--- config.mk ---
export PLATFORM = sky130hd
export DESIGN_NAME = leb128_encoder
export DESIGN_NICKNAME = d
export VERILOG_FILES = /design/src/rtl/leb128_encoder.sv
export SDC_FILE = /design/constraint.sdc
export NUM_CORES = 1
export LEC_CHECK = 0
export BUFFER_PORTS_ARGS = -buffer_cell sky130_fd_sc_hd__buf_4
export CELL_PAD_IN_SITES_DETAIL_PLACEMENT = 0
export CELL_PAD_IN_SITES_GLOBAL_PLACEMENT = 2
export CORE_UTILIZATION = 28
export DETAILED_ROUTE_END_ITERATION = 10
export GPL_ROUTABILITY_DRIVEN = 0
export PLACE_DENSITY = 0.79
export SLEW_MARGIN = 20
export SYNTH_ARGS = -nofsm -noshare
export SYNTH_HDL_FRONTEND = slang
export SYNTH_SLANG_ARGS = --single-unit
--- constraint.sdc ---
create_clock -name clk -period 2.27 [get_ports clk]
set_clock_uncertainty 0.05 [all_clocks]
set_input_delay 0.227 -clock clk [delete_from_list [all_inputs] [get_ports clk]]
set_output_delay 0.227 -clock clk [all_outputs]
set_load 0.05 [all_outputs]
--- src/rtl/leb128_encoder.sv ---
// leb128_encoder
// Serialises one typed wasm value into its bytecode immediate byte stream.
// Integers (i32/i64) become signed LEB128, floats (f32/f64) become raw
// little-endian IEEE bytes, as in the *.const immediates.
//
// Ports
//   clk        system clock, all state on rising edge
//   reset      synchronous, active-high
//   in_valid   value offered on in_data/in_type
//   in_ready   encoder can accept a value (only while idle)
//   in_data    64-bit value; i32/f32 use [31:0]
//   in_type    value type code (0 i32, 1 i64, 2 f32, 3 f64, matching cpu.vh)
//   out_valid  out_data holds a byte
//   out_ready  sink accepts the byte this cycle
//   out_data   encoded byte
//   out_last   final byte of the current value
//   out_count  bytes emitted for the last completed value
//
// Build option: define RESULT_TAG_EN to prefix every value with its wasm
// valtype byte (0x7F i32, 0x7E i64, 0x7D f32, 0x7C f64). The tag is counted
// in out_count.
//
// States
//   IDLE | waiting for a value, in_ready high
//   TAG  | valtype byte presented (RESULT_TAG_EN builds only)
//   EMIT | payload byte presented, waiting for the sink

module leb128_encoder (
    input  logic        clk,
    input  logic        reset,
    input  logic        in_valid,
    output logic        in_ready,
    input  logic [63:0] in_data,
    input  logic [1:0]  in_type,
    output logic        out_valid,
    input  logic        out_ready,
    output logic [7:0]  out_data,
    output logic        out_last,
    output logic [3:0]  out_count
);

    localparam logic [1:0] T_I32 = 2'd0;
    localparam logic [1:0] T_I64 = 2'd1;
    localparam logic [1:0] T_F32 = 2'd2;
    localparam logic [1:0] T_F64 = 2'd3;

`ifdef RESULT_TAG_EN
    localparam logic [3:0] TAG_BYTES = 4'd1;
    typedef enum logic [1:0] {IDLE, EMIT, TAG} state_t;
`else
    localparam logic [3:0] TAG_BYTES = 4'd0;
    typedef enum logic [1:0] {IDLE, EMIT} state_t;
`endif

    state_t      state, state_d;
    logic [63:0] val, val_d;          // value bits not yet emitted
    logic [1:0]  val_type, val_type_d;
    logic [3:0]  pay_cnt, pay_d;      // payload bytes presented so far
    logic [7:0]  data_d;
    logic        last_d, valid_d, ready_d;
    logic [3:0]  count_d;

    // encoder datapath shared by the first byte (from in_data) and later ones
    logic [63:0] v_in;
    logic [63:0] src;
    logic [1:0]  src_type;
    logic [3:0]  pay_nxt;
    logic [63:0] enc_rest;
    logic [7:0]  enc_byte;
    logic        enc_done;
    logic        is_float;

    always_comb begin
        unique case (in_type)
            T_I32:   v_in = {{32{in_data[31]}}, in_data[31:0]};
            T_F32:   v_in = {32'd0, in_data[31:0]};
            default: v_in = in_data;
        endcase
    end

    always_comb begin
        src      = val;
        src_type = val_type;
        pay_nxt  = (pay_cnt == 4'd10) ? pay_cnt : pay_cnt + 4'd1;
        if (state == IDLE) begin
            src      = v_in;
            src_type = in_type;
            pay_nxt  = 4'd1;
        end
`ifdef RESULT_TAG_EN
        else if (state == TAG) begin
            pay_nxt = 4'd1;
        end
`endif
    end

    always_comb begin
        is_float = (src_type == T_F32) || (src_type == T_F64);
        if (is_float) begin
            enc_rest = src >> 8;
            enc_done = (pay_nxt == ((src_type == T_F64) ? 4'd8 : 4'd4));
            enc_byte = src[7:0];
        end else begin
            enc_rest = $signed(src) >>> 7;
            // stop once the remaining bits are pure sign extension of b[6]
            enc_done = ((enc_rest == 64'd0) && !src[6]) ||
                       ((enc_rest == {64{1'b1}}) && src[6]);
            enc_byte = {~enc_done, src[6:0]};
        end
    end

    always_comb begin
        state_d    = state;
        val_d      = val;
        val_type_d = val_type;
        pay_d      = pay_cnt;
        data_d     = out_data;
        last_d     = out_last;
        valid_d    = out_valid;
        ready_d    = in_ready;
        count_d    = out_count;

        unique case (state)
            IDLE: begin
                if (in_valid) begin
                    val_type_d = in_type;
                    ready_d    = 1'b0;
                    valid_d    = 1'b1;
`ifdef RESULT_TAG_EN
                    val_d   = v_in;
                    pay_d   = 4'd0;
                    last_d  = 1'b0;
                    state_d = TAG;
                    unique case (in_type)
                        T_I32:   data_d = 8'h7F;
                        T_I64:   data_d = 8'h7E;
                        T_F32:   data_d = 8'h7D;
                        default: data_d = 8'h7C;
                    endcase
`else
                    val_d   = enc_rest;
                    pay_d   = pay_nxt;
                    data_d  = enc_byte;
                    last_d  = enc_done;
                    state_d = EMIT;
`endif
                end
            end
`ifdef RESULT_TAG_EN
            TAG: begin
                if (out_ready) begin
                    val_d   = enc_rest;
                    pay_d   = pay_nxt;
                    data_d  = enc_byte;
                    last_d  = enc_done;
                    state_d = EMIT;
                end
            end
`endif
            EMIT: begin
                if (out_ready) begin
                    if (out_last) begin
                        count_d = pay_cnt + TAG_BYTES;
                        valid_d = 1'b0;
                        last_d  = 1'b0;
                        data_d  = 8'h00;
                        ready_d = 1'b1;
                        state_d = IDLE;
                    end else begin
                        val_d  = enc_rest;
                        pay_d  = pay_nxt;
                        data_d = enc_byte;
                        last_d = enc_done;
                    end
                end
            end
            default: state_d = IDLE;
        endcase
    end

    always_ff @(posedge clk) begin
        if (reset) begin
            state     <= IDLE;
            val       <= 64'd0;
            val_type  <= T_I32;
            pay_cnt   <= 4'd0;
            out_data  <= 8'h00;
            out_last  <= 1'b0;
            out_valid <= 1'b0;
            in_ready  <= 1'b1;
            out_count <= 4'd0;
        end else begin
            state     <= state_d;
            val       <= val_d;
            val_type  <= val_type_d;
            pay_cnt   <= pay_d;
            out_data  <= data_d;
            out_last  <= last_d;
            out_valid <= valid_d;
            in_ready  <= ready_d;
            out_count <= count_d;
        end
    end

endmodule

# [Yosys cells after proc, flatten, opt, wreduce, memory -nomap -nowiden]
# Cells that the tools add are included.
[classes] multipliers=0 mux=37 bitwise_logic=1 n_eq_ne=11 reduce_logical=15 n_lt_le_gt_ge=0 n_div=0 n_addsub=1 n_shift=0
[op_table] operator="64-bit two-way mux" n=5
[op_table] operator="64-bit one-hot mux with 2 select lines" n=2
[op_table] operator="64-bit equality test, second input constant" n=1
[op_table] operator="64-bit zero test" n=1
[op_table] operator="8-bit two-way mux" n=4
[op_table] operator="4-bit two-way mux" n=6
[op_table] operator="8-bit one-hot mux with 2 select lines" n=1
[op_table] operator="1-bit two-way mux" n=10
[op_table] operator="3-bit AND reduction" n=3
[op_table] operator="2-bit two-way mux" n=4
[op_table] operator="2-bit != test, second input constant" n=4
[op_table] operator="4-bit one-hot mux with 2 select lines" n=1
[op_table] operator="4-bit AND reduction" n=2
[op_table] operator="2-bit equality test, second input constant" n=3
[op_table] operator="1-bit one-hot mux with 2 select lines" n=3
[op_table] operator="4-bit by 1-bit adder with 4-bit output, second input constant" n=1
[op_table] operator="4-bit equality test" n=1
[op_table] operator="4-bit equality test, second input constant" n=1
[op_table] operator="2-bit zero test" n=2
[op_table] operator="2-bit one-hot mux with 2 select lines" n=1
[op_table] operator="2-bit by 1-bit equality test with 1-bit output, second input constant" n=1
[op_table] operator="1-bit logical AND" n=2
[op_table] operator="1-bit logical OR" n=2
[op_table] operator="2-bit AND reduction" n=1
[op_table] operator="3 further kinds" n=3
[totals] latchBits=0 mem_bits_rw=0 output_inout_bits=15 register_bits=87 input_bits=70 mem_bits_ro=0 memories=0 wordCells=74

# [Longest topological paths before layout]
[logic_depth] depth_word=11 mapped_depth=10 depth_no_buf=9

# [Worst setup path after synthesis]
# Ideal clock, no wire load.
[synth_path] kind="reg2reg" start="register out_valid (netlist name)" end="register out_data[7]" setup_slack_ns=-0.546 t_required_ns=2.098 path_buffers=3 t_arrival_ns=2.644 synth_period_minus_slack_ns=2.816 setup_ns=0.122 path_stages_with_launch=11 cell_sequence="dfxtp_1 -> buf_2 -> buf_2 -> buf_1 -> mux2i_1 -> o2111ai_1 -> nor4_1 -> nand4_1 -> o21ai_0 -> a21oi_1 -> o311a_1"
[synth_lines] element="end signal, assigned" line_no="197" rtl="out_data <= data_d;"
[synth_lines] element="end, declared" line_no="37" rtl="output logic [7:0] out_data,"

==> results <==
- Before CTS, the worst setup slack after placement is -382.2 ps.
- The run finished, with violations left.
- The number of design-rule violations left by the first detailed-router iteration is 443.
- Headroom to the max-slew limit came out at 0.6441.
- The sum of overflow across all layers after global routing is 0.
- The total half-perimeter wirelength after legalization and detailed placement is 12020 µm.
- For this run, the top clock speed supported by timing is 0.4233 GHz.
- The number of warnings issued by yosys is 0.
- The checks that failed: negative setup slack.
- Setup repair after global routing could not meet its margin everywhere.
- The number of design rule violations left after detail routing is 0.
- The floorplan die area is 0.01666 mm².
- The power density over cell area is 658.3 mW/mm².
- For the worst-skew pair, the clock arrives at the later sink with an insertion delay of 350 ps.
- TritonCTS built the clock tree.
- The final layout contains 808 nets.
- Of the synthesized area, sequential elements account for 0.3454.
- For this run, the total global-route usage over all layers was measured as 0.2074.
- The first global-routing pass estimated 26510 µm of wire.
- From left edge to right edge, the die measures 129.1 µm.
- Synthesis produced 617 cells.
- The worst setup path is captured at a register.
- The detailed router placed 5081 vias in this run.
- The cell type with the highest aggregate area in the netlist is sky130_fd_sc_hd__dfxtp_1.
- The slack of the worst reg-to-reg path is -90 ps.
- The final wirelength is 16700 µm.
- The largest stage delay on the critical path is 400 ps.
- The terminus of the critical flop-to-flop path is out_data[7].
- The slew at the pin closest to its max-slew limit is 528.3 ps.
- The count of placed standard cells including taps is 937.
- The H-tree generated during clock tree synthesis spans 3 levels.
- Final hold analysis gives a worst-case slack of 110.7 ps.
- The via count of the first global-routing pass was 4907.
- The maximum number of pins on one net before global-route repair is 67.
- The post-synthesis sequential element count is 78.
- Of the post-synthesis cell area, the dominant cell type holds 0.3454.
- The share of layout cells above drive strength 1 is 0.3144.
- The number of hold buffers added after CTS was 0.
- Summing internal, switching and leakage power gives 0.004303 W.
- The I/O pin total is 85.
- VDD sags by at most 0.0003913 V.
- Dividing the detail-routed wire length by the instance count gives 17.45 µm.
- In this run the core area contains 46 standard-cell rows.
- The kind of path behind the tightest hold check is in2reg.
- The total inserted antenna cells is 0.
- The clock root buffer is sky130_fd_sc_hd__clkbuf_16.
- In the routed layout, each cell is associated on average with a via count of 5.309.
- The number of cells in the finished layout apart from fillers is 957.
- The initial antenna violation count is 0.
- The number of distinct library cells after synthesis is 45.
- The worst hold endpoint is out_valid.
- The initial utilization of the core area, before any placement, comes to 0.2856.
- The residual antenna-violating net count after detailed routing is 0.
- The worst hold path begins at in_valid.
- The max-slew violation total from the final report is 0.
- The worst hold path was traced through 3 stages.
- The number of max-cap violations is 0.
- Clock-pin slew was measured on the worst setup and hold paths at 60 ps.
- STA puts the critical path data required time at 2460 ps.
- The share of the clock period used by the worst path after layout is 1.041.
- The filler cells instantiated in the layout total 1639.
- The number of cells on the worst reg-to-reg path is 9.
- The final hold violation count is 0.
- In the final timing run, aggregate negative setup slack is -92.53 ps.
- Clock tree synthesis inserted a total of 9 buffers.
- Traced cell by cell, the critical path runs through buf_12 -> buf_8 -> mux2i_4 -> nor4_1 -> nand4b_1 -> nor4b_2 -> and4_1 -> a21oi_2 -> o311a_1.
- From synthesis to final layout, the design area changed by 44.59%.
- For the worst setup path, the data arrival time is 2550 ps.
- The minimum clock period after layout is 2363 ps.
- Sorting the synthesized cells by area gives the leading types as sky130_fd_sc_hd__dfxtp_1, sky130_fd_sc_hd__nand2_1, sky130_fd_sc_hd__a21oi_1.
- CTS saw 78 sinks.
- Averaged over all synthesized cells, the footprint is 7.327 µm².
- The kind of start point of the critical path is a register.
- The cell type of the slowest stage on the worst timing path is sky130_fd_sc_hd__dfxtp_4.
- The worst-case clock buffer depth is 2.
- The region available for standard cell placement spans 0.01583 mm².
- Port buffering added 84 buffers.
- From bottom edge to top edge, the die measures 129.1 µm.
- The first detailed-routing pass took 5 iterations.
- The analysis attributes to cell leakage a power of 2.636 nW.
- The net count of the mapped netlist is 689.
- The type of the worst setup path is reg2reg.
- In the synthesized netlist the dominant register cell turns out to be sky130_fd_sc_hd__dfxtp_1.
- Setup slack on the critical path of the routed design comes to -92.53 ps.
- The number of synthesized flops with an enable pin is 0.
- The share of flip-flops with an asynchronous set or reset after synthesis is 0.
- The post-synthesis instance area is 0.004521 mm².
- The origin of the critical flop-to-flop path is out_valid.
- The largest driver fanout on the critical path is 6.
- The final number of setup-violating endpoints is 1.
-- worst max path at each step --
stage	startpoint	to	slack (ps)	cells past startpoint
after global placement	in_type[1]	out_data[7]	-350	8
after CTS	out_valid	out_data[7]	-90	9
after floorplan	out_valid	out_data[7]	-110	9
after global routing	out_valid	out_data[7]	-130	9
after detailed placement	in_type[1]	out_data[7]	-380	8
final	out_valid	out_data[7]	-90	9
-- routing by layer --
layer | vias to the layer above | track usage | part of all wire | routed length [µm]
li1 | 2484 | - | - | -
met5 | - | 0 | 0 | 0
met4 | 0 | 0.05675 | 0.013 | 213
met2 | 166 | 0.3266 | 0.46 | 7628
met3 | 18 | 0.03964 | 0.063 | 1048
met1 | 2413 | 0.2887 | 0.47 | 7807
-- synth_stat cells, drive strengths merged, types with 4 or more instances --
| cell | number |
|---|---|
| dfxtp | 78 |
| nand2 | 107 |
| nand2b | 5 |
| a21oi | 72 |
| o21ai | 7 |
| and2 | 4 |
| nor4 | 17 |
| a2bb2oi | 17 |
| o22ai | 7 |
| nor2 | 90 |
| nor3 | 6 |
| a22oi | 6 |
| a311oi | 23 |
| buf | 19 |
| clkbuf | 34 |
| o22a | 4 |
| mux2i | 24 |
| a211oi | 23 |
| nand3 | 15 |
| inv | 10 |
| mux2 | 9 |
| nand4 | 12 |
-- layout make-up --
class / count / area (µm²) / share of cell area
clock buffer: 11 / 232.7 / 0.03560
tap: 216 / 270.3 / 0.04135
sequential: 78 / 1565 / 0.2395
clock inverter: 5 / 33.78 / 0.005168
timing repair buffer: 161 / 1361 / 0.2083
inverter: 10 / 40.04 / 0.006126
multi-input combinational: 476 / 3033 / 0.4640
-- critical path, delay by kind of cell (launching register included) --
kind            cells  cell delay, ps
simple gates        4             910
compound gates      2             410
flops               1             400
buf+inv             2             280
mux                 1             180
-- cells by family after synthesis --
kind of cell    Yosys count  synth area share
mux                      33           0.07556
xor+xnor                  2          0.003876
fa+ha+maj                 2          0.005535
simple gates            268            0.2607
buf+inv                  63           0.05563
flops                    78            0.3454
compound gates          171            0.2533
-- power breakdown --
group          total [W]  internal, W  switching [W]
clock            0.00135     0.000742       0.000612
sequential       0.00160      0.00149       0.000106
combinational    0.00135     0.000616       0.000733
total            0.00430      0.00285        0.00145
-- what timing repair did --
item                                    in CTS  in global routing
endpoints found under the setup margin       2                  2
cloned                                       2                  0
pin swaps                                    1                  6
resized for setup                           18                 29
setup buffers                                2                  1
-- sequential cells by signal, indices dropped and copies added (netlist names) --
register	cells
out_data	8
val	57
val_type	2
out_valid	1
pay_cnt	4
out_count	4
in_ready	1
out_last	1
-- stage by stage --
stage	util	cell area, µm²
6_report	0.4130	6536
5_1_grt	0.4130	6536
4_1_cts	0.4036	6389
3_5_place_dp	0.3756	5944
3_3_place_gp	0.3756	5944
2_1_floorplan	-	4629
-- cells in the final DEF (no fill, tap or decap), drive strengths merged, types with 3 or more instances in the layout --
| master | n |
|---|---|
| o22ai | 7 |
| nand2 | 107 |
| nand3 | 15 |
| a2bb2oi | 17 |
| mux2i | 24 |
| o21ai | 7 |
| nor4 | 17 |
| clkbuf | 11 |
| a21oi | 72 |
| inv | 11 |
| nor2 | 90 |
| nand2b | 5 |
| mux2 | 9 |
| a211oi | 23 |
| and2 | 4 |
| and3 | 3 |
| a311oi | 23 |
| dfxtp | 78 |
| buf | 159 |
| a22oi | 6 |
| nand4 | 12 |
| o22a | 4 |
| nor3 | 6 |
Note: power is estimated with default switching activity, not from simulation.
